`src/rtl/serial_bus_pkg.sv`:
```
// Shared definitions for the serial bus ports: FSM states, instruction codes
// and default word/burst widths.
package serial_bus_pkg;

    typedef enum logic [1:0] {
        IDLE,
        FETCH,
        HANDSHAKE,
        SHIFT
    } state_e;

    localparam logic [1:0] READ = 2'b11;

    localparam int unsigned DEF_WORD_SIZE  = 8;
    localparam int unsigned DEF_BURST_SIZE = 12;

endpackage

```
`src/rtl/piso_shift_reg.sv`:
```
// LSB-first parallel-in serial-out register; dout is the current register LSB,
// and each shift moves the next bit down with zero fill from the top.
module piso_shift_reg
    import serial_bus_pkg::*;
#(
    parameter int unsigned WORD_SIZE = DEF_WORD_SIZE
) (
    input  logic                 clk,
    input  logic                 reset,
    input  logic                 load,
    input  logic                 shift,
    input  logic [WORD_SIZE-1:0] din,
    output logic                 dout
);

    logic [WORD_SIZE-1:0] sreg_q;
    logic [WORD_SIZE-1:0] sreg_d;

    always_comb begin
        sreg_d = sreg_q;
        if (load) begin
            sreg_d = din;
        end else if (shift) begin
            sreg_d = {1'b0, sreg_q[WORD_SIZE-1:1]};
        end
    end

    always_ff @(posedge clk) begin
        if (!reset) begin
            sreg_q <= '0;
        end else begin
            sreg_q <= sreg_d;
        end
    end

    assign dout = sreg_q[0];

endmodule

```
`src/rtl/slave_out_port.sv`:
```
// Slave-side serializer: fetches words from the core and shifts them LSB-first
// to master_in_port. Optional handshake timeout via SLAVE_OUT_TIMEOUT_EN.
module slave_out_port
    import serial_bus_pkg::*;
#(
    parameter int unsigned WORD_SIZE  = DEF_WORD_SIZE,
    parameter int unsigned BURST_SIZE = DEF_BURST_SIZE
`ifdef SLAVE_OUT_TIMEOUT_EN
    ,
    parameter int unsigned TIMEOUT    = 1024
`endif
) (
    input  logic                  clk,
    input  logic                  reset,
    input  logic                  start,
    input  logic [BURST_SIZE-1:0] burst_num,
    input  logic [WORD_SIZE-1:0]  core_data,
    input  logic                  core_valid,
    output logic                  core_ready,
    input  logic                  master_ready,
    output logic                  tx_data,
    output logic                  slave_valid,
    output logic                  tx_complete
`ifdef SLAVE_OUT_TIMEOUT_EN
    ,
    output logic                  timeout_err
`endif
);

    localparam int unsigned      CNT_W    = (WORD_SIZE > 1) ? $clog2(WORD_SIZE) : 1;
    localparam logic [CNT_W-1:0] LAST_BIT = CNT_W'(WORD_SIZE - 1);

    state_e                state_q, state_d;
    logic [BURST_SIZE-1:0] burst_lim_q, burst_lim_d;
    logic [BURST_SIZE-1:0] word_cnt_q, word_cnt_d;
    logic [CNT_W-1:0]      bit_cnt_q, bit_cnt_d;
    logic                  core_ready_q, core_ready_d;
    logic                  slave_valid_q, slave_valid_d;
    logic                  tx_complete_q, tx_complete_d;

    logic                  sr_load;
    logic                  sr_shift;
    logic [WORD_SIZE-1:0]  sr_din;

`ifdef SLAVE_OUT_TIMEOUT_EN
    localparam int unsigned     WAIT_W   = $clog2(TIMEOUT + 1);
    localparam logic [WAIT_W-1:0] WAIT_LAST = WAIT_W'(TIMEOUT - 1);

    logic [WAIT_W-1:0] wait_cnt_q, wait_cnt_d;
    logic              timeout_err_q, timeout_err_d;
`endif

    always_comb begin
        state_d       = state_q;
        burst_lim_d   = burst_lim_q;
        word_cnt_d    = word_cnt_q;
        bit_cnt_d     = bit_cnt_q;
        core_ready_d  = core_ready_q;
        slave_valid_d = slave_valid_q;
        tx_complete_d = 1'b0;
        sr_load       = 1'b0;
        sr_shift      = 1'b0;
        sr_din        = core_data;
`ifdef SLAVE_OUT_TIMEOUT_EN
        wait_cnt_d    = wait_cnt_q;
        timeout_err_d = timeout_err_q;
`endif

        case (state_q)
            IDLE: begin
                if (start) begin
                    burst_lim_d  = burst_num;
                    word_cnt_d   = '0;
                    core_ready_d = 1'b1;
                    state_d      = FETCH;
                end
            end

            FETCH: begin
                if (core_valid && core_ready_q) begin
                    sr_load       = 1'b1;
                    core_ready_d  = 1'b0;
                    slave_valid_d = 1'b1;
                    state_d       = HANDSHAKE;
                end
            end

            HANDSHAKE: begin
                if (slave_valid_q && master_ready) begin
                    sr_shift      = 1'b1;
                    slave_valid_d = 1'b0;
                    bit_cnt_d     = CNT_W'(1);
                    state_d       = SHIFT;
`ifdef SLAVE_OUT_TIMEOUT_EN
                    wait_cnt_d    = '0;
                end else if (wait_cnt_q == WAIT_LAST) begin
                    // Reload zeros so tx_data idles low after the abandoned word.
                    sr_load       = 1'b1;
                    sr_din        = '0;
                    slave_valid_d = 1'b0;
                    timeout_err_d = 1'b1;
                    wait_cnt_d    = '0;
                    state_d       = IDLE;
                end else begin
                    wait_cnt_d    = wait_cnt_q + 1'b1;
`endif
                end
            end

            SHIFT: begin
                // The final shift empties the register, leaving tx_data low.
                sr_shift = 1'b1;
                if (bit_cnt_q == LAST_BIT) begin
                    bit_cnt_d = '0;
                    if (word_cnt_q == burst_lim_q) begin
                        tx_complete_d = 1'b1;
                        state_d       = IDLE;
                    end else begin
                        word_cnt_d   = word_cnt_q + 1'b1;
                        core_ready_d = 1'b1;
                        state_d      = FETCH;
                    end
                end else begin
                    bit_cnt_d = bit_cnt_q + 1'b1;
                end
            end

            default: begin
                state_d = IDLE;
            end
        endcase
    end

    always_ff @(posedge clk) begin
        if (!reset) begin
            state_q       <= IDLE;
            burst_lim_q   <= '0;
            word_cnt_q    <= '0;
            bit_cnt_q     <= '0;
            core_ready_q  <= 1'b0;
            slave_valid_q <= 1'b0;
            tx_complete_q <= 1'b0;
`ifdef SLAVE_OUT_TIMEOUT_EN
            wait_cnt_q    <= '0;
            timeout_err_q <= 1'b0;
`endif
        end else begin
            state_q       <= state_d;
            burst_lim_q   <= burst_lim_d;
            word_cnt_q    <= word_cnt_d;
            bit_cnt_q     <= bit_cnt_d;
            core_ready_q  <= core_ready_d;
            slave_valid_q <= slave_valid_d;
            tx_complete_q <= tx_complete_d;
`ifdef SLAVE_OUT_TIMEOUT_EN
            wait_cnt_q    <= wait_cnt_d;
            timeout_err_q <= timeout_err_d;
`endif
        end
    end

    piso_shift_reg #(
        .WORD_SIZE(WORD_SIZE)
    ) u_piso (
        .clk  (clk),
        .reset(reset),
        .load (sr_load),
        .shift(sr_shift),
        .din  (sr_din),
        .dout (tx_data)
    );

    assign core_ready  = core_ready_q;
    assign slave_valid = slave_valid_q;
    assign tx_complete = tx_complete_q;
`ifdef SLAVE_OUT_TIMEOUT_EN
    assign timeout_err = timeout_err_q;
`endif

endmodule

```
`config.mk`:
```
export PLATFORM = sky130hd
export DESIGN_NAME = slave_out_port
export DESIGN_NICKNAME = d
export VERILOG_FILES = /design/src/rtl/serial_bus_pkg.sv /design/src/rtl/piso_shift_reg.sv /design/src/rtl/slave_out_port.sv
export SDC_FILE = /design/constraint.sdc
export NUM_CORES = 1
export LEC_CHECK = 0
export ABC_AREA = 1
export CORE_MARGIN = 2
export CORE_UTILIZATION = 50
export CTS_CLUSTER_SIZE = 10
export DETAILED_ROUTE_END_ITERATION = 10
export GPL_ROUTABILITY_DRIVEN = 0
export GPL_TIMING_DRIVEN = 0
export PLACE_DENSITY_LB_ADDON = 0.3
export SYNTH_ARGS = -nofsm -noshare
export SYNTH_HDL_FRONTEND = slang
export SYNTH_SLANG_ARGS = --single-unit
```
`constraint.sdc`:
```
create_clock -name clk -period 2.15 [get_ports clk]
set_input_delay 0.3225 -clock clk [delete_from_list [all_inputs] [get_ports clk]]
set_output_delay 0.3225 -clock clk [all_outputs]
set_load 0.05 [all_outputs]
```
==> flow_metrics.env <==
export IMPL_required_ns=2.35
export IMPL_track_usage_pct=21.50
export IMPL_synth_cells=309
export IMPL_tightest_slew_ns=0.5060
export IMPL_crit_type="flip-flop to flip-flop"
export IMPL_cts_sinks=40
export IMPL_crit_path_start_kind="flip-flop"
export IMPL_netlist_area_sq_um=2147
export IMPL_start_util_pct=52.91
export IMPL_layout_setup_ws_ns=0.2133
export IMPL_yosysTopAreaCellShare_pct=37.30
export IMPL_cts_root_buf="clkbuf_8"
export IMPL_fin_crit_sh_pct=90.08
export IMPL_multi_input_area_sq_um=1146
export IMPL_dominantRegCellSynth="dfxtp_1"
export IMPL_ant_nets=0
export IMPL_fillers=368
export IMPL_synth_top_cells_by_count="82 x nand2_1, 40 x dfxtp_1, 33 x inv_1, 28 x nor2_1, 26 x a21oi_1"
export IMPL_ys_warn_count=0
export IMPL_rsz0062_at_grt="false"
export IMPL_dr_max_layer_used="met4"
export IMPL_cap_violations=0
export IMPL_wl_met1_um=2234
export IMPL_clock_skew_ns=0.01015
export IMPL_dp_slack_ns=0.1342
export IMPL_worstSetupStartpoint="state_q[1]"
export IMPL_dr_total_vias=2048
export IMPL_synth_cell_types=32
export IMPL_fin_crit_ns=1.937
export IMPL_grt_pass1_wl_um=8576
export IMPL_cts_tree="done"
export IMPL_fin_cells=395
export IMPL_crit_arrival_ns=2.14
export IMPL_die_w_um=69.53
export IMPL_wl_met3_um=281
export IMPL_leakagePower_nw=1.071
export IMPL_r2r_start="state_q[1]"
export IMPL_cts_resized=0
export IMPL_syn_to_final_growth_pct=23.37
export IMPL_ys_async_sr_fraction_pct=0
export IMPL_diodes=0
export IMPL_ir_drop_mv=0.4857
export IMPL_drt_pass1_iter_count=4
export IMPL_cts_inserted_buffers=5
export IMPL_wl_met2_um=2198
export IMPL_fin_tns_setup_ns=0
export IMPL_clkTransAtPathRegs_ns=0.08
export IMPL_final_max_slew_violation_count=0
export IMPL_dr_first_iter_drc_count=131
export IMPL_ys_seq_area_share_pct=37.30
export IMPL_ys_seq_elements=40
export IMPL_cellPowerDensity_nw_per_um2=1072
export IMPL_post_route_drc_count=0
export IMPL_grt_ovfl_total=0
export IMPL_vias_per_cell=5.185
export IMPL_synth_most_common_cell="nand2_1"
export IMPL_regToRegSetupSlack_ns=0.21
export IMPL_cts_hold_fix_buffers=0
export IMPL_grt_start_max_net_pins=14
export IMPL_htree_levels=2
export IMPL_core_sq_um=4058
export IMPL_synth_edf_count=0
export IMPL_setup_viol=0
export IMPL_wl_per_cell_um=12.06
export IMPL_drt_wl_total_um=4765
export IMPL_nNetsFinal=376
export IMPL_antenna_found_initial=0
export IMPL_insertion_delay_ns=0.30
export IMPL_hold_path_class="flip-flop to flip-flop"
export IMPL_end_kind="flip-flop"
export IMPL_critPathMaxFanout=10
export IMPL_dieArea_sq_um=4834
export IMPL_io_buffers=28
export IMPL_num_rows=23
export IMPL_grt_pass1_vias=1976
export IMPL_yosysTopAreaCell="dfxtp_1"
export IMPL_fin_util_pct=65.28
export IMPL_drive_above_1_share_pct=8.116
export IMPL_clock_path_buffers=2
export IMPL_hold_viol_final=0
export IMPL_hp_start="bit_cnt_q[2]"
export IMPL_status="finished clean"
export IMPL_relSlewSlack_pct=66.16
export IMPL_synth_nets=341
export IMPL_regArea_sq_um=800.8
export IMPL_place_inst=387
export IMPL_ios=29
export IMPL_ys_top_cells_by_area="dfxtp_1 37%, nand2_1 14%, a21oi_1 6.1%"
export IMPL_finalHoldWorstSlack_ns=0.4699
export IMPL_fmax_mhz=516.3
export IMPL_synth_avg_cell_area_sq_um=6.948
export IMPL_dpl_hpwl_um=3374
export IMPL_die_y_um=69.53
export IMPL_cts_setup_buffers=0
-- report_power, final --
group	switching, mW	leakage, nW	internal (mW)	total (mW)
combinational	0.630	0.665	0.379	1.01
clock	0.269	0.0784	0.581	0.849
sequential	0.0965	0.327	0.884	0.981
-- worst paths after layout --
| path | to | cells past startpoint |
|---|---|---|
| min reg2reg | bit_cnt_q[2] | 2 |
| min | bit_cnt_q[2] | 2 |
| max reg2reg | u_piso.sreg_q[6] | 8 |
| max | u_piso.sreg_q[6] | 8 |
-- stage by stage --
step | instance area [sq um] | power [mW]
6_report | 2649 | 2.839
5_1_grt | 2649 | 3.040
4_1_cts | 2649 | 2.846
3_5_place_dp | 2490 | 1.995
3_3_place_gp | 2490 | 1.971
2_1_floorplan | 2147 | 1.743
-- metal layers --
| layer | vias up | global-route usage (%) |
|---|---|---|
| met5 | - | 0 |
| met4 | 0 | 5.447 |
| met3 | 5 | 4.360 |
| met2 | 61 | 36.43 |
| met1 | 905 | 27.93 |
| li1 | 1077 | - |
-- kinds of logic after synthesis --
| family | after synthesis | synth area share [%] |
|---|---|---|
| and+or+nand+nor | 153 | 31.82 |
| AOI/OAI and AO/OA | 56 | 14.63 |
| buffers and inverters | 46 | 9.324 |
| DFF | 40 | 37.30 |
| xor gates and xnor gates | 7 | 2.856 |
| adders and majority gates | 7 | 4.079 |
-- registers in the layout, summed over array words and instances (netlist names) --
signal / flops
word_cnt_q: 12
slave_valid: 1
u_piso.sreg_q: 8
burst_lim_q: 12
core_ready: 1
state_q: 2
tx_complete: 1
bit_cnt_q: 3
-- worst max-delay path: stages, from the launching register on --
cell and delay (ns):
dfxtp_1 0.38, inv_1 0.10, ha_1 0.21, nand3_2 0.18
inv_2 0.13, nor3_1 0.29, inv_1 0.16, buf_6 0.17
a311oi_1 0.22
-- layout by cell type, fill, tap and decap left out, types with 3 or more instances in the layout --
cell             netlist  routed
a21oi_1               26      26
a311oi_1               6       6
buf_6                  3       3
bufinv_16              0       3
clkbuf_1               4       4
clkbuf_8               0       5
clkdlybuf4s50_1        0      28
dfxtp_1               40      40
ha_1                   7       7
inv_1                 33      33
nand2_1               82      82
nand3_1               18      18
nand3_2                4       4
nor2_1                28      28
nor2_2                 3       3
nor3_1                 5       5
nor3b_1                3       3
o21ai_0               19      19
xnor2_1                4       4
xor2_1                 3       3
-- area by class of cell --
cell class | count | area share [%]
buffer | 9 | 2.315
timing repair buffer | 28 | 10.58
clock inverter | 3 | 3.401
inverter | 37 | 5.243
clock buffer | 5 | 2.598
multi-input combinational | 223 | 43.27
sequential | 40 | 30.23
tap | 50 | 2.362
No activity file was read; power rests on OpenSTA's default activity.
